### config.mk
export PLATFORM = sky130hd
export DESIGN_NAME = axi_read_arbiter_flat
export DESIGN_NICKNAME = d
export VERILOG_FILES = /design/src/rtl/axi_read_arbiter_if.sv /design/src/rtl/axi_read_arbiter.sv /design/src/flat_wrapper.sv
export SDC_FILE = /design/constraint.sdc
export NUM_CORES = 1
export LEC_CHECK = 0
export CAP_MARGIN = 15
export CORE_AREA = 2 2 174 176
export DETAILED_ROUTE_END_ITERATION = 12
export DIE_AREA = 0 0 176 178
export SYNTH_ARGS = -nofsm -noshare
export SYNTH_HDL_FRONTEND = slang
export SYNTH_SLANG_ARGS = --single-unit
### constraint.sdc
create_clock -name clk -period 2.55 [get_ports clk]
set_clock_uncertainty 0.05 [all_clocks]
set_input_delay 0.51 -clock clk [delete_from_list [all_inputs] [get_ports clk]]
set_output_delay 0.51 -clock clk [all_outputs]
set_load 0.02 [all_outputs]
### src/rtl/axi_read_arbiter_if.sv
// Purpose: bundles the icache, dcache and bus AR/R channels of the read arbiter plus its status outputs.
// Latency: none; this is wiring only.
// Backpressure: carries the valid/ready pairs untouched; the slave modport is the arbiter's own view.
interface axi_read_arbiter_if #(
   parameter int ADDR_W = 64,
   parameter int DATA_W = 64
);
   // icache requester
   logic              ic_arvalid;
   logic [ADDR_W-1:0] ic_araddr;
   logic [7:0]        ic_arlen;
   logic [2:0]        ic_arsize;
   logic [1:0]        ic_arburst;
   logic              ic_arready;
   logic              ic_rvalid;
   logic              ic_rlast;
   logic [DATA_W-1:0] ic_rdata;
   logic              ic_rready;

   // dcache requester
   logic              dc_arvalid;
   logic [ADDR_W-1:0] dc_araddr;
   logic [7:0]        dc_arlen;
   logic [2:0]        dc_arsize;
   logic [1:0]        dc_arburst;
   logic              dc_arready;
   logic              dc_rvalid;
   logic              dc_rlast;
   logic [DATA_W-1:0] dc_rdata;
   logic              dc_rready;

   // shared bus read master
   logic              m_axi_arvalid;
   logic [ADDR_W-1:0] m_axi_araddr;
   logic [7:0]        m_axi_arlen;
   logic [2:0]        m_axi_arsize;
   logic [1:0]        m_axi_arburst;
   logic              m_axi_arready;
   logic              m_axi_rvalid;
   logic              m_axi_rlast;
   logic [DATA_W-1:0] m_axi_rdata;
   logic              m_axi_rready;

   // status
   logic [1:0]        owner;
   logic              burst_err;

   // Arbiter side.
   modport slave (
      input  ic_arvalid, ic_araddr, ic_arlen, ic_arsize, ic_arburst, ic_rready,
      output ic_arready, ic_rvalid, ic_rlast, ic_rdata,
      input  dc_arvalid, dc_araddr, dc_arlen, dc_arsize, dc_arburst, dc_rready,
      output dc_arready, dc_rvalid, dc_rlast, dc_rdata,
      output m_axi_arvalid, m_axi_araddr, m_axi_arlen, m_axi_arsize, m_axi_arburst, m_axi_rready,
      input  m_axi_arready, m_axi_rvalid, m_axi_rlast, m_axi_rdata,
      output owner, burst_err
   );

   // Environment side: both requesters, the bus slave and the status observer.
   modport master (
      output ic_arvalid, ic_araddr, ic_arlen, ic_arsize, ic_arburst, ic_rready,
      input  ic_arready, ic_rvalid, ic_rlast, ic_rdata,
      output dc_arvalid, dc_araddr, dc_arlen, dc_arsize, dc_arburst, dc_rready,
      input  dc_arready, dc_rvalid, dc_rlast, dc_rdata,
      input  m_axi_arvalid, m_axi_araddr, m_axi_arlen, m_axi_arsize, m_axi_arburst, m_axi_rready,
      output m_axi_arready, m_axi_rvalid, m_axi_rlast, m_axi_rdata,
      input  owner, burst_err
   );
endinterface

### src/rtl/axi_read_arbiter.sv
// Purpose: shares one AXI read master between icache and dcache miss paths, one burst in flight at a time.
// Latency: bus arvalid 1 cycle after the requester AR handshake; R beats pass through combinationally.
// Backpressure: owner rready drives bus rready directly (no buffering); one idle cycle after each rlast.
module axi_read_arbiter #(
   parameter int ADDR_W = 64,
   parameter int DATA_W = 64
) (
   input logic              clk,
   input logic              reset,
   axi_read_arbiter_if.slave bus
);

   typedef enum logic [1:0] {
      ST_IDLE = 2'd0,
      ST_ADDR = 2'd1,
      ST_DATA = 2'd2
   } state_t;

   localparam logic [1:0] OWN_NONE = 2'b00;
   localparam logic [1:0] OWN_IC   = 2'b01;
   localparam logic [1:0] OWN_DC   = 2'b10;

   state_t            r_state;
   state_t            w_state_nxt;

   logic [ADDR_W-1:0] r_araddr;
   logic [7:0]        r_arlen;
   logic [2:0]        r_arsize;
   logic [1:0]        r_arburst;
   logic [1:0]        r_owner;
   logic              r_last_dc;   // 1 = dcache held the most recent grant
   logic [7:0]        r_cnt;       // beats already accepted in this burst
   logic              r_burst_err;

   logic              w_rst_act;
   logic              w_ic_win;
   logic              w_dc_win;
   logic              w_grant;
   logic              w_beat;
   logic              w_beat_last;
   logic              w_own_ic;
   logic              w_own_dc;

   // Combinational outputs must be quiet while reset is held, even if requesters are asserting arvalid.
   assign w_rst_act = ~reset;

   // Round-robin between the two requesters: on a tie the one that did not win last time goes.
   always_comb begin
      w_ic_win = 1'b0;
      w_dc_win = 1'b0;
      if (r_state == ST_IDLE && !w_rst_act) begin
         w_ic_win = bus.ic_arvalid && (!bus.dc_arvalid || r_last_dc);
         w_dc_win = bus.dc_arvalid && (!bus.ic_arvalid || !r_last_dc);
      end
   end

   assign w_grant     = w_ic_win | w_dc_win;
   assign w_own_ic    = (r_state == ST_DATA) && (r_owner == OWN_IC);
   assign w_own_dc    = (r_state == ST_DATA) && (r_owner == OWN_DC);
   assign w_beat      = (r_state == ST_DATA) && bus.m_axi_rvalid && bus.m_axi_rready;
   assign w_beat_last = w_beat && bus.m_axi_rlast;

   // State register.
   always_ff @(posedge clk or negedge reset) begin
      if (!reset) begin
         r_state <= ST_IDLE;
      end else begin
         r_state <= w_state_nxt;
      end
   end

   // Next-state: grant -> address phase -> data phase until the rlast beat is taken.
   always_comb begin
      w_state_nxt = r_state;
      case (r_state)
         ST_IDLE: if (w_grant)            w_state_nxt = ST_ADDR;
         ST_ADDR: if (bus.m_axi_arready)  w_state_nxt = ST_DATA;
         ST_DATA: if (w_beat_last)        w_state_nxt = ST_IDLE;
         default:                         w_state_nxt = ST_IDLE;
      endcase
   end

   // Outputs: AR from latched request in ADDR, R routed to the owner in DATA, everything else zero.
   always_comb begin
      bus.ic_arready    = w_ic_win;
      bus.dc_arready    = w_dc_win;
      bus.m_axi_arvalid = 1'b0;
      bus.m_axi_araddr  = '0;
      bus.m_axi_arlen   = '0;
      bus.m_axi_arsize  = '0;
      bus.m_axi_arburst = '0;
      bus.m_axi_rready  = 1'b0;
      bus.ic_rvalid     = 1'b0;
      bus.ic_rlast      = 1'b0;
      bus.ic_rdata      = '0;
      bus.dc_rvalid     = 1'b0;
      bus.dc_rlast      = 1'b0;
      bus.dc_rdata      = '0;
      if (r_state == ST_ADDR) begin
         bus.m_axi_arvalid = 1'b1;
         bus.m_axi_araddr  = r_araddr;
         bus.m_axi_arlen   = r_arlen;
         bus.m_axi_arsize  = r_arsize;
         bus.m_axi_arburst = r_arburst;
      end
      if (w_own_ic) begin
         bus.m_axi_rready = bus.ic_rready;
         bus.ic_rvalid    = bus.m_axi_rvalid;
         bus.ic_rlast     = bus.m_axi_rlast;
         bus.ic_rdata     = bus.m_axi_rdata;
      end
      if (w_own_dc) begin
         bus.m_axi_rready = bus.dc_rready;
         bus.dc_rvalid    = bus.m_axi_rvalid;
         bus.dc_rlast     = bus.m_axi_rlast;
         bus.dc_rdata     = bus.m_axi_rdata;
      end
   end

   assign bus.owner     = r_owner;
   assign bus.burst_err = r_burst_err;

   // Request capture on grant; beat counting and sticky length check during the data phase.
   always_ff @(posedge clk or negedge reset) begin
      if (!reset) begin
         r_araddr    <= '0;
         r_arlen     <= '0;
         r_arsize    <= '0;
         r_arburst   <= '0;
         r_owner     <= OWN_NONE;
         r_last_dc   <= 1'b1;
         r_cnt       <= '0;
         r_burst_err <= 1'b0;
      end else begin
         if (w_ic_win) begin
            r_araddr  <= bus.ic_araddr;
            r_arlen   <= bus.ic_arlen;
            r_arsize  <= bus.ic_arsize;
            r_arburst <= bus.ic_arburst;
            r_owner   <= OWN_IC;
            r_last_dc <= 1'b0;
            r_cnt     <= '0;
         end else if (w_dc_win) begin
            r_araddr  <= bus.dc_araddr;
            r_arlen   <= bus.dc_arlen;
            r_arsize  <= bus.dc_arsize;
            r_arburst <= bus.dc_arburst;
            r_owner   <= OWN_DC;
            r_last_dc <= 1'b1;
            r_cnt     <= '0;
         end
         if (w_beat) begin
            // Saturate so an overlong burst cannot wrap back into the "expected" range.
            if (r_cnt != 8'hFF) begin
               r_cnt <= r_cnt + 8'd1;
            end
            if (bus.m_axi_rlast) begin
               r_owner <= OWN_NONE;
               if (r_cnt != r_arlen) begin
                  r_burst_err <= 1'b1;
               end
            end else if (r_cnt >= r_arlen) begin
               r_burst_err <= 1'b1;
            end
         end
      end
   end

endmodule

### src/flat_wrapper.sv
// flat-port wrapper written by rule: the top's interface ports become plain ports
module axi_read_arbiter_flat 
#(
   parameter int ADDR_W = 64,
   parameter int DATA_W = 64
)
  (clk, reset, bus_ic_arvalid, bus_ic_araddr, bus_ic_arlen, bus_ic_arsize, bus_ic_arburst, bus_ic_rready, bus_ic_arready, bus_ic_rvalid, bus_ic_rlast, bus_ic_rdata, bus_dc_arvalid, bus_dc_araddr, bus_dc_arlen, bus_dc_arsize, bus_dc_arburst, bus_dc_rready, bus_dc_arready, bus_dc_rvalid, bus_dc_rlast, bus_dc_rdata, bus_m_axi_arvalid, bus_m_axi_araddr, bus_m_axi_arlen, bus_m_axi_arsize, bus_m_axi_arburst, bus_m_axi_rready, bus_m_axi_arready, bus_m_axi_rvalid, bus_m_axi_rlast, bus_m_axi_rdata, bus_owner, bus_burst_err);
  axi_read_arbiter_if #(.ADDR_W(ADDR_W), .DATA_W(DATA_W)) bus_i ();
  input logic clk;
  input logic reset;
  input wire logic [$bits(bus_i.ic_arvalid)-1:0] bus_ic_arvalid;
  input wire logic [$bits(bus_i.ic_araddr)-1:0] bus_ic_araddr;
  input wire logic [$bits(bus_i.ic_arlen)-1:0] bus_ic_arlen;
  input wire logic [$bits(bus_i.ic_arsize)-1:0] bus_ic_arsize;
  input wire logic [$bits(bus_i.ic_arburst)-1:0] bus_ic_arburst;
  input wire logic [$bits(bus_i.ic_rready)-1:0] bus_ic_rready;
  output wire logic [$bits(bus_i.ic_arready)-1:0] bus_ic_arready;
  output wire logic [$bits(bus_i.ic_rvalid)-1:0] bus_ic_rvalid;
  output wire logic [$bits(bus_i.ic_rlast)-1:0] bus_ic_rlast;
  output wire logic [$bits(bus_i.ic_rdata)-1:0] bus_ic_rdata;
  input wire logic [$bits(bus_i.dc_arvalid)-1:0] bus_dc_arvalid;
  input wire logic [$bits(bus_i.dc_araddr)-1:0] bus_dc_araddr;
  input wire logic [$bits(bus_i.dc_arlen)-1:0] bus_dc_arlen;
  input wire logic [$bits(bus_i.dc_arsize)-1:0] bus_dc_arsize;
  input wire logic [$bits(bus_i.dc_arburst)-1:0] bus_dc_arburst;
  input wire logic [$bits(bus_i.dc_rready)-1:0] bus_dc_rready;
  output wire logic [$bits(bus_i.dc_arready)-1:0] bus_dc_arready;
  output wire logic [$bits(bus_i.dc_rvalid)-1:0] bus_dc_rvalid;
  output wire logic [$bits(bus_i.dc_rlast)-1:0] bus_dc_rlast;
  output wire logic [$bits(bus_i.dc_rdata)-1:0] bus_dc_rdata;
  output wire logic [$bits(bus_i.m_axi_arvalid)-1:0] bus_m_axi_arvalid;
  output wire logic [$bits(bus_i.m_axi_araddr)-1:0] bus_m_axi_araddr;
  output wire logic [$bits(bus_i.m_axi_arlen)-1:0] bus_m_axi_arlen;
  output wire logic [$bits(bus_i.m_axi_arsize)-1:0] bus_m_axi_arsize;
  output wire logic [$bits(bus_i.m_axi_arburst)-1:0] bus_m_axi_arburst;
  output wire logic [$bits(bus_i.m_axi_rready)-1:0] bus_m_axi_rready;
  input wire logic [$bits(bus_i.m_axi_arready)-1:0] bus_m_axi_arready;
  input wire logic [$bits(bus_i.m_axi_rvalid)-1:0] bus_m_axi_rvalid;
  input wire logic [$bits(bus_i.m_axi_rlast)-1:0] bus_m_axi_rlast;
  input wire logic [$bits(bus_i.m_axi_rdata)-1:0] bus_m_axi_rdata;
  output wire logic [$bits(bus_i.owner)-1:0] bus_owner;
  output wire logic [$bits(bus_i.burst_err)-1:0] bus_burst_err;
  assign bus_i.ic_arvalid = bus_ic_arvalid;
  assign bus_i.ic_araddr = bus_ic_araddr;
  assign bus_i.ic_arlen = bus_ic_arlen;
  assign bus_i.ic_arsize = bus_ic_arsize;
  assign bus_i.ic_arburst = bus_ic_arburst;
  assign bus_i.ic_rready = bus_ic_rready;
  assign bus_ic_arready = bus_i.ic_arready;
  assign bus_ic_rvalid = bus_i.ic_rvalid;
  assign bus_ic_rlast = bus_i.ic_rlast;
  assign bus_ic_rdata = bus_i.ic_rdata;
  assign bus_i.dc_arvalid = bus_dc_arvalid;
  assign bus_i.dc_araddr = bus_dc_araddr;
  assign bus_i.dc_arlen = bus_dc_arlen;
  assign bus_i.dc_arsize = bus_dc_arsize;
  assign bus_i.dc_arburst = bus_dc_arburst;
  assign bus_i.dc_rready = bus_dc_rready;
  assign bus_dc_arready = bus_i.dc_arready;
  assign bus_dc_rvalid = bus_i.dc_rvalid;
  assign bus_dc_rlast = bus_i.dc_rlast;
  assign bus_dc_rdata = bus_i.dc_rdata;
  assign bus_m_axi_arvalid = bus_i.m_axi_arvalid;
  assign bus_m_axi_araddr = bus_i.m_axi_araddr;
  assign bus_m_axi_arlen = bus_i.m_axi_arlen;
  assign bus_m_axi_arsize = bus_i.m_axi_arsize;
  assign bus_m_axi_arburst = bus_i.m_axi_arburst;
  assign bus_m_axi_rready = bus_i.m_axi_rready;
  assign bus_i.m_axi_arready = bus_m_axi_arready;
  assign bus_i.m_axi_rvalid = bus_m_axi_rvalid;
  assign bus_i.m_axi_rlast = bus_m_axi_rlast;
  assign bus_i.m_axi_rdata = bus_m_axi_rdata;
  assign bus_owner = bus_i.owner;
  assign bus_burst_err = bus_i.burst_err;
  axi_read_arbiter #(.ADDR_W(ADDR_W), .DATA_W(DATA_W)) u_core (.clk(clk), .reset(reset), .bus(bus_i));
endmodule
==> run_results.csv, run 1 <==
group,metric,value,unit
run_status,outcome,"completed",
yosys,synthTopCellsByArea,"sky130_fd_sc_hd__dfrtp_1, sky130_fd_sc_hd__and2_1, sky130_fd_sc_hd__nand2_1",
yosys,area_leader_netlist,"sky130_fd_sc_hd__dfrtp_1",
setup_path,cp.arrival,1.92,ns
setup_path,path_max_fanout,16,
clock_tree,clk_transition_reported_paths,0.09,ns
yosys,avgSynthCellArea,7.65,um^2
sta,timing.final.hold_violations,0,
layout,final_area,10900,um^2
sta,totalNegativeSetupSlack,0,ns
pwr,combinationalPowerShare,54.1,%
clock_tree,clock-sinks,91,
layout,most-common-layout-cells,"sky130_fd_sc_hd__clkdlybuf4s50_1, sky130_fd_sc_hd__and2_1, sky130_fd_sc_hd__nand2_1",
clock_tree,cts_htree_levels,3,
drt,detail_route.iter0.violations,299,
yosys,synthCells,758,
yosys,muxShareOfSynthArea,0.367,%
grt,grtUsageTotal,15.3,%
clock_tree,postCtsHoldBufs,0,
yosys,synth_xor_xnor_area_share,0.302,%
clock_tree,clk_latency,0.35,ns
floorplanning,ioPinCount,443,
floorplanning,num_rows,63,
yosys,synth.distinct_cells,46,
layout,fin_nets,1419,
pwr,vdd.ir_drop.worst,378,uV
clock_tree,cts_root_buffer,"sky130_fd_sc_hd__clkbuf_16",
pwr,net-switching-power,3620,uW
setup_path,critical_path.max_stage_delay,0.38,ns
sta,post-route-worst-setup-slack,0.0717,ns
pwr,p_leak,0.00537,uW
yosys,synth_top_family_by_area,"simple AND/OR/NAND/NOR gates",
setup_path,crit_chain,"nand2b_4 > nor3b_4 > buf_4 > buf_6 > and2_1 > dlygate4sd2_1",
floorplanning,initial_cell_density_of_the_core,19.7,%
layout,final-seq-area,2280,um^2
placement,preCtsSetupSlack,0.0173,ns
grt,grt_pass1_wl,37600,um
layout,n_fill_cell,3086,
drt,via_per_inst,4.28,
clock_tree,cts_inserted_buffers,9,
sta,timing.final.crit_period,2.48,ns
layout,layout-area-overhead-vs-synth,88.6,%
floorplanning,die_height,178,um
layout,multiInputGateArea,3260,um^2
pwr,switching_share,42.5,%
drt,detailedRoute.firstPassIterationCount,4,
hold_path,min_path_type,"primary input to asynchronous set/reset pin",
run,maxCapViolCount,0,
yosys,async_flop_share,100,%
layout,layout_commonest_cell,"sky130_fd_sc_hd__clkdlybuf4s50_1",
setup_path,timing.critical_path.slowest_stage_cell,"sky130_fd_sc_hd__dfrtp_1",
setup_path,worstPathBufferInverterCount,3,
pwr,power.share.clock,16.4,%
sta,drv_slew,0,
yosys,synth-adder-area-share,1.94,%
pwr,power.share.sequential,29.5,%
yosys,synth-edff-count,0,
clock_tree,clock_tree_from_tritoncts,"done",
yosys,yosys_warn_count,0,
setup_path,critPathLaunchType,"flip-flop",
sta,maxSlewHeadroom,38.9,%
sta,timing_worst_slew_pin_value,0.916,ns
floorplanning,fp.coreArea,29400,um^2
yosys,post_syn_area,5800,um^2
drt,dr_total_vias,6749,
yosys,synthDominantCellAreaShare,38.8,%
sta,timing.hold.ws,0.130,ns
grt,first_global_vias,6464,
floorplanning,die_area,31300,um^2
placement,gp_routability_congestion,0.778,
layout,antenna_cells,0,
placement,placement.cell_area,10700,um^2
drt,ant_nets,0,
setup_path,cpLargestDelayFamily,"buffers and inverters",
yosys,yosys_register_bits,91,
clock_tree,clockBufferDepth,2,
yosys,synthSimpleGateAreaFrac,41.1,%
floorplanning,dieWidth,176,um
setup_path,critical_path_class,"flip-flop to primary output",
sta,timing.final.setup_violations,0,
yosys,yosysSeqAreaShare,39.3,%
setup_path,required_time_worst_endpoint,1.99,ns
sta,min_period_over_period,97.2,%
placement,port_buffers,442,
placement,dpl.hpwl,18700,um
yosys,synth-compound-area-share,12.0,%
drt,route.detailed.wl_per_inst,16.4,um
yosys,syn-num-nets,994,
sta,clock.fmax,0.404,GHz
layout,drive_gt1_share,5.39,%
drt,detail_route.wirelength,25800,um
grt,grt_start_max_net_pins,158,
placement,numPlacedInstances,1554,
yosys,postSynth.topFlopCell,"sky130_fd_sc_hd__dfrtp_1",
setup_path,setup.worst_path.end_class,"primary output",
grt,grt_overflow,0,
layout,final-instance-count-excl-fill,1578,
drt,dr_drc_count,0,
pwr,intPower,4900,uW
grt,initial_antenna_violation_count,0,
pwr,power.density_cell_area,779,nW/um^2
-- cell usage after synthesis (2+ instances only) --
cell type / count
sky130_fd_sc_hd__and2_1: 200
sky130_fd_sc_hd__nand2_1: 158
sky130_fd_sc_hd__dfrtp_1: 90
sky130_fd_sc_hd__nor2_1: 87
sky130_fd_sc_hd__a31oi_1: 79
sky130_fd_sc_hd__clkbuf_1: 30
sky130_fd_sc_hd__buf_2: 19
sky130_fd_sc_hd__inv_1: 15
sky130_fd_sc_hd__ha_1: 9
sky130_fd_sc_hd__nand3_1: 9
sky130_fd_sc_hd__o21ai_0: 7
sky130_fd_sc_hd__a21oi_1: 6
sky130_fd_sc_hd__clkbuf_2: 4
sky130_fd_sc_hd__o211ai_1: 4
sky130_fd_sc_hd__nor3b_2: 3
sky130_fd_sc_hd__and2_2: 2
sky130_fd_sc_hd__and3_1: 2
sky130_fd_sc_hd__buf_1: 2
sky130_fd_sc_hd__nand2b_1: 2
sky130_fd_sc_hd__nand3b_1: 2
sky130_fd_sc_hd__nand4_1: 2
sky130_fd_sc_hd__o21ai_1: 2
-- registers in the layout, indices dropped and copies added (netlist names), 2 cells and up --
signal and flops:
u_core.r_araddr 64, u_core.r_arburst 2, u_core.r_state 2, u_core.r_arlen 8, u_core.r_cnt 8, u_core.bus.owner 2
u_core.r_arsize 3
-- cell families (layout without fill, tap and decap cells) --
| family | Yosys count | in the layout |
|---|---|---|
| AND/OR/NAND/NOR | 474 | 474 |
| AO/OA/AOI/OAI | 109 | 109 |
| flip-flops | 91 | 91 |
| buffers and inverters | 71 | 501 |
| adder cells (fa/ha/maj) | 9 | 9 |
| XOR/XNOR | 2 | 2 |
| multiplexers | 2 | 2 |
-- stage by stage --
step           util, %  total power [uW]
5_1_grt           37.2              9170
3_5_place_dp      36.5              7490
3_3_place_gp      36.5              7460
4_1_cts           36.7              8570
2_1_floorplan        -              5080
6_report          37.2              8520
-- worst register-to-register path: cells and delay by family (launching register included) --
kind | cells | cell delay (ns)
AO/OA/AOI/OAI | 3 | 0.66
flip-flops | 1 | 0.46
AND/OR/NAND/NOR | 1 | 0.46
adder cells (fa/ha/maj) | 1 | 0.36
-- final timing paths --
| kind | from | end | slack [ns] | depth (start not counted) |
|---|---|---|---|---|
| worst max-delay path | u_core.r_state[0] | bus_ic_rdata[13] | 0.07 | 6 |
| worst min-delay path | reset | u_core.r_arlen[6] | 0.13 | 2 |
| worst max register to register | u_core.r_cnt[7] | u_core.bus.burst_err | 0.48 | 5 |
| worst min register to register | u_core.bus.burst_err | u_core.bus.burst_err | 0.46 | 1 |
| max in group asynchronous | reset | u_core.r_araddr[26] | 1.06 | 3 |
| min in group clk | u_core.bus.burst_err | u_core.bus.burst_err | 0.46 | 1 |
-- power by group through the flow --
stage | Combinational, uW | Sequential [uW] | Clock [uW]
after global placement | 4940 | 2520 | 0
final | 4610 | 2510 | 1400
after CTS | 4570 | 2520 | 1480
after global routing | 5040 | 2610 | 1520
after floorplan | 2630 | 2450 | 0
after detailed placement | 4960 | 2530 | 0
-- routing by layer --
layer	share of wire (%)	track usage, %	up-vias
met5	0	0	-
met4	1.8	4.30	0
met3	7.0	3.62	28
met2	49	26.5	287
met1	43	18.9	3118
li1	-	-	3316
-- final cells by class --
| cell class | count | share of cell area (%) |
|---|---|---|
| Multi-Input combinational cell | 596 | 29.8 |
| Clock buffer | 9 | 2.06 |
| Clock inverter | 7 | 0.721 |
| Tap cell | 390 | 4.46 |
| Inverter | 16 | 0.549 |
| Timing Repair Buffer | 469 | 41.5 |
| Sequential cell | 91 | 20.8 |
-- timing repair --
| action | CTS | global route |
|---|---|---|
| endpoints found under the setup margin | 202 | 97 |
| pin swaps | 1 | 2 |
| buffers inserted | 1 | 4 |
| gates resized for setup | 204 | 53 |
| endpoints found under the hold margin | 0 | 0 |
| gates cloned | 0 | 3 |
No activity file was read; power rests on OpenSTA's default activity.
==> run 2, diff against run 1 <==
--- a/config.mk
+++ b/config.mk
@@ -6,9 +6,10 @@
 export NUM_CORES = 1
 export LEC_CHECK = 0
 export CAP_MARGIN = 15
-export CORE_AREA = 2 2 174 176
+export CORE_AREA = 2 2 171 173
+export CTS_BUF_LIST = sky130_fd_sc_hd__clkbuf_8
 export DETAILED_ROUTE_END_ITERATION = 12
-export DIE_AREA = 0 0 176 178
+export DIE_AREA = 0 0 173 175
 export SYNTH_ARGS = -nofsm -noshare
 export SYNTH_HDL_FRONTEND = slang
 export SYNTH_SLANG_ARGS = --single-unit
==> run_results.csv, run 2 (same netlist as run 1, synthesis figures left out) <==
group,metric,value,unit
setup_path,critPathLaunchType,"flip-flop",
drt,dr_drc_count,0,
pwr,power.share.sequential,30.3,%
clock_tree,clk_transition_reported_paths,0.11,ns
floorplanning,die_height,175,um
clock_tree,postCtsHoldBufs,0,
pwr,combinationalPowerShare,57.2,%
floorplanning,fp.coreArea,28400,um^2
pwr,p_leak,0.00507,uW
layout,largest_register_ffs,64,
run_status,outcome,"completed",
run,maxCapViolCount,0,
sta,clock.fmax,0.405,GHz
pwr,intPower,4740,uW
drt,route.detailed.wl_per_inst,16.6,um
clock_tree,cts_root_buffer,"sky130_fd_sc_hd__clkbuf_8",
grt,initial_antenna_violation_count,1,
layout,regMostFlops,"u_core.r_araddr",
floorplanning,num_rows,62,
setup_path,cp.arrival,1.91,ns
layout,largestRegisters,"u_core.r_araddr x64, u_core.r_arlen x8, u_core.r_cnt x8",
grt,first_global_vias,6584,
drt,detailedRoute.firstPassIterationCount,5,
clock_tree,cts_inserted_buffers,9,
sta,timing_worst_slew_pin_value,0.759,ns
setup_path,critical_path.max_stage_delay,0.39,ns
drt,dr_total_vias,6756,
setup_path,required_time_worst_endpoint,1.99,ns
setup_path,cpLargestDelayFamily,"buffers and inverters",
drt,detail_route.iter0.violations,332,
layout,n_fill_cell,2977,
setup_path,path_max_fanout,33,
placement,port_buffers,442,
setup_path,timing.critical_path.slowest_stage_cell,"sky130_fd_sc_hd__dfrtp_1",
layout,layout-area-overhead-vs-synth,86.8,%
drt,ant_nets,0,
hold_path,min_path_type,"primary input to asynchronous set/reset pin",
grt,grt_pass1_wl,39500,um
layout,drive_gt1_share,11.7,%
setup_path,crit_chain,"nand2b_4 > nor3b_4 > buf_4 > buf_12 > and2_1 > clkdlybuf4s15_1",
pwr,power.density_cell_area,763,nW/um^2
sta,timing.final.setup_violations,0,
sta,min_period_over_period,96.8,%
pwr,switching_share,42.6,%
setup_path,setup.worst_path.end_class,"primary output",
clock_tree,clock_tree_from_tritoncts,"done",
sta,timing.final.hold_violations,0,
pwr,totalPowerFinal,8270,uW
setup_path,critical_path.reg2reg.startpoint,"u_core.r_state[1]",
drt,detail_route.wirelength,26200,um
placement,dpl.hpwl,19400,um
pwr,power.share.clock,12.5,%
grt,grt_start_max_net_pins,82,
setup_path,regToRegEndpoint,"u_core.r_arlen[6]",
floorplanning,die_area,30300,um^2
sta,drv_slew,0,
sta,maxSlewHeadroom,49.4,%
pwr,vdd.ir_drop.worst,373,uV
setup_path,worstPathBufferInverterCount,3,
drt,via_per_inst,4.28,
layout,final-seq-area,2280,um^2
floorplanning,initial_cell_density_of_the_core,20.4,%
setup_path,reg2regPathDepth,8,
grt,grtUsageTotal,16.7,%
layout,multiInputGateArea,3270,um^2
floorplanning,dieWidth,173,um
placement,gp_routability_congestion,0.852,
setup_path,reg2reg_setup_slack,0.51,ns
layout,core_util_final,38.1,%
grt,grt_overflow,0,
setup_path,critical_path_class,"flip-flop to primary output",
sta,grt_setup_unrepaired,"no",
pwr,net-switching-power,3530,uW
clock_tree,clock-sinks,91,
sta,timing.final.crit_period,2.47,ns
layout,fin_nets,1424,
layout,most-common-layout-cells,"sky130_fd_sc_hd__clkdlybuf4s50_1, sky130_fd_sc_hd__and2_1, sky130_fd_sc_hd__nand2_1",
clock_tree,clk_latency,0.36,ns
layout,layout_commonest_cell,"sky130_fd_sc_hd__clkdlybuf4s50_1",
floorplanning,ioPinCount,443,
clock_tree,cts_htree_levels,3,
clock_tree,clockBufferDepth,2,
run 2: how the worst max path moves through the flow:
stage | from | end | slack [ns] | cells past startpoint
2_1_floorplan | u_core.r_state[1] | bus_m_axi_araddr[58] | 0.49 | 5
3_3_place_gp | bus_ic_arvalid | bus_dc_arready | 0.03 | 5
3_5_place_dp | bus_ic_arvalid | bus_dc_arready | 0.03 | 5
4_1_cts | u_core.r_state[0] | bus_dc_arready | -0.21 | 5
5_1_grt | u_core.r_state[0] | bus_dc_rdata[6] | 0.0008 | 6
6_report | u_core.r_state[0] | bus_dc_rdata[16] | 0.08 | 6
run 2: final cells by class:
cell class,count,area share (%)
Clock inverter,7,0.635
Multi-Input combinational cell,596,30.2
Timing Repair Buffer,474,42.0
Sequential cell,91,21.1
Clock buffer,9,1.14
Tap cell,384,4.44
Antenna cell,1,0.0231
Inverter,16,0.578
run 2: power by group through the flow:
| stage | registers, uW | logic (uW) | clock network (uW) |
|---|---|---|---|
| after floorplan | 2450 | 2630 | 0 |
| after global placement | 2490 | 4960 | 0 |
| after detailed placement | 2530 | 4990 | 0 |
| final | 2510 | 4730 | 1040 |
| after CTS | 2510 | 4780 | 1100 |
| after global routing | 2600 | 5150 | 1150 |
run 2: metrics by stage:
step                      hold slack [ns]  TNS [ns]  setup WS [ns]  instances  cell area, um^2
after floorplan                     0.164         0          0.487        758             5800
after global placement              0.468         0         0.0263       1553            10800
after detailed placement            0.475         0         0.0325       1553            10800
after CTS                           0.166    -0.213         -0.213       1576            10900
after global routing                0.194         0       0.000786       1578            10800
final                               0.169         0         0.0825       1578            10800
run 2: what timing repair did:
| action | CTS | global route |
|---|---|---|
| buffers inserted | 4 | 1 |
| hold endpoints to repair | 0 | 0 |
| endpoints found under the setup margin | 205 | 169 |
| cloned | 3 | 0 |
| resized for setup | 253 | 186 |
| pin swaps | 2 | 0 |
run 2: metal layers:
metal,routed length (um),global-route usage [%],share of wire (%)
met5,0,0,0
met4,453,4.41,1.7
met3,1710,4.11,6.5
met2,12900,29.2,49
met1,11200,20.3,43
==> run 3, diff against run 2 <==
--- a/config.mk
+++ b/config.mk
@@ -6,10 +6,10 @@
 export NUM_CORES = 1
 export LEC_CHECK = 0
 export CAP_MARGIN = 15
-export CORE_AREA = 2 2 171 173
+export CORE_AREA = 2 2 174 176
 export CTS_BUF_LIST = sky130_fd_sc_hd__clkbuf_8
 export DETAILED_ROUTE_END_ITERATION = 12
-export DIE_AREA = 0 0 173 175
+export DIE_AREA = 0 0 176 178
 export SYNTH_ARGS = -nofsm -noshare
 export SYNTH_HDL_FRONTEND = slang
 export SYNTH_SLANG_ARGS = --single-unit
==> run_results.csv, run 3 (same netlist as run 1, synthesis figures left out) <==
group,metric,value,unit
placement,port_buffers,442,
drt,via_per_inst,4.28,
clock_tree,clock-sinks,91,
floorplanning,die_height,178,um
sta,drv_slew,0,
layout,core_util_final,35.0,%
clock_tree,clock_tree_from_tritoncts,"done",
layout,layout-area-overhead-vs-synth,77.6,%
drt,detail_route.wirelength,25700,um
setup_path,worstSetupStartpoint,"u_core.r_state[1]",
layout,largest_register_ffs,64,
sta,totalNegativeSetupSlack,0,ns
sta,min_period_over_period,95.7,%
floorplanning,dieWidth,176,um
grt,grt_overflow,0,
setup_path,regToRegEndpoint,"u_core.bus.burst_err",
sta,maxSlewHeadroom,38.8,%
drt,route.detailed.wl_per_inst,16.3,um
layout,largestRegisters,"u_core.r_araddr x64, u_core.r_arlen x8, u_core.r_cnt x8",
sta,timing_worst_slew_pin_value,0.918,ns
hold_path,min_path_type,"primary input to asynchronous set/reset pin",
clock_tree,clk_latency,0.39,ns
drt,dr_drc_count,0,
pwr,p_leak,0.00507,uW
clock_tree,cts_root_buffer,"sky130_fd_sc_hd__clkbuf_8",
grt,grtUsageTotal,15.6,%
drt,detailedRoute.firstPassIterationCount,5,
run,maxCapViolCount,0,
setup_path,critical_path.reg2reg.startpoint,"u_core.r_cnt[7]",
floorplanning,initial_cell_density_of_the_core,19.7,%
layout,regMostFlops,"u_core.r_araddr",
grt,first_global_vias,6515,
clock_tree,postCtsHoldBufs,0,
clock_tree,cts_htree_levels,3,
floorplanning,die_area,31300,um^2
clock_tree,clk_transition_reported_paths,0.13,ns
sta,timing.hold.ws,0.0786,ns
setup_path,reg2reg_setup_slack,0.49,ns
setup_path,cp.arrival,1.88,ns
setup_path,setup.worst_path.end_class,"primary output",
floorplanning,fp.coreArea,29400,um^2
layout,final-instance-count-excl-fill,1577,
drt,ant_nets,0,
setup_path,critical_path.endpoint,"bus_m_axi_arlen[6]",
pwr,power.density_cell_area,785,nW/um^2
sta,timing.final.hold_violations,0,
clock_tree,clockBufferDepth,2,
run_status,outcome,"completed",
drt,detail_route.iter0.violations,299,
placement,numPlacedInstances,1554,
layout,layout_commonest_cell,"sky130_fd_sc_hd__clkdlybuf4s50_1",
floorplanning,ioPinCount,443,
grt,initial_antenna_violation_count,0,
sta,grt_setup_unrepaired,"no",
setup_path,reg2regPathDepth,5,
drt,dr_total_vias,6750,
grt,grt_pass1_wl,38300,um
setup_path,critical_path_class,"flip-flop to primary output",
setup_path,critPathLaunchType,"flip-flop",
placement,gp_routability_congestion,0.778,
grt,grt_start_max_net_pins,158,
layout,drive_gt1_share,16.1,%
layout,most-common-layout-cells,"sky130_fd_sc_hd__clkdlybuf4s50_1, sky130_fd_sc_hd__and2_1, sky130_fd_sc_hd__nand2_1",
layout,fin_nets,1418,
sta,timing.final.setup_violations,0,
floorplanning,num_rows,63,
sta,clock.fmax,0.410,GHz
pwr,vdd.ir_drop.worst,332,uV
setup_path,path_max_fanout,8,
sta,timing.final.crit_period,2.44,ns
placement,dpl.hpwl,18700,um
clock_tree,cts_inserted_buffers,9,
setup_path,required_time_worst_endpoint,1.99,ns
layout,antenna_cells,0,
## run 3: cell types whose count changed in the layout (fill, tap and decap cells not counted), moves of 3 or more
| cell | previous run | this run |
|---|---|---|
| sky130_fd_sc_hd__clkinvlp_4 | 3 | 0 |
| sky130_fd_sc_hd__clkdlybuf4s15_1 | 75 | 1 |
| sky130_fd_sc_hd__dlygate4sd2_1 | 56 | 72 |
| sky130_fd_sc_hd__buf_4 | 23 | 19 |
| sky130_fd_sc_hd__buf_2 | 0 | 5 |
| sky130_fd_sc_hd__clkdlybuf4s15_2 | 22 | 0 |
| sky130_fd_sc_hd__clkbuf_2 | 51 | 127 |
## run 3: stage by stage
stage | setup WS [ns] | total power, uW | instance area [um^2]
after floorplan | 0.487 | 5080 | 5800
after global placement | 0.0301 | 7460 | 10700
after detailed placement | 0.0173 | 7490 | 10700
after CTS | -0.00633 | 8300 | 10800
after global routing | 0.00280 | 8720 | 10300
final | 0.110 | 8090 | 10300
## run 3: repair_timing
action / CTS / global route
pin swaps: 1 / 0
buffers inserted: 5 / 0
cloned: 2 / 0
resized for setup: 231 / 252
endpoints found under the setup margin: 205 / 138
## run 3: worst min path at each step
stage / slack, ns / endpoint / depth (start not counted)
3_3_place_gp: 0.45 / u_core.bus.burst_err / 1
4_1_cts: 0.07 / u_core.r_arlen[6] / 2
2_1_floorplan: 0.16 / u_core.bus.burst_err / 0
3_5_place_dp: 0.46 / u_core.bus.burst_err / 1
5_1_grt: 0.08 / u_core.r_arlen[6] / 2
6_report: 0.08 / u_core.r_arlen[6] / 2
## run 3: power breakdown
part	switching (uW)	total (uW)	internal [uW]	leakage, uW
clock network	665	1050	390	0.000102
logic	2540	4520	1980	0.00389
registers	373	2510	2140	0.00108
total	3580	8090	4510	0.00507
## run 3: final cells by class
type                       count  area (um^2)
inverter                      16         60.1
clock inverter                 7         78.8
multi-input combinational    596         3260
sequential                    91         2280
fill                        3107        19100
tap                          390          488
timing repair buffer         468         4000
clock buffer                   9          124
## run 3: metal layers
metal	vias to the layer above	wire [um]	global-route usage [%]
li1	3318	-	-
met1	3128	10800	19.4
met2	277	12500	27.3
met3	27	1980	3.88
met4	0	376	3.62
met5	-	0	0
## run 3: critical path, stage by stage, from the launching register on
cell and delay [ns]:
sky130_fd_sc_hd__dfrtp_1 0.43, sky130_fd_sc_hd__nand2b_1 0.19, sky130_fd_sc_hd__buf_4 0.18, sky130_fd_sc_hd__nor2_1 0.08, sky130_fd_sc_hd__clkdlybuf4s50_1 0.62
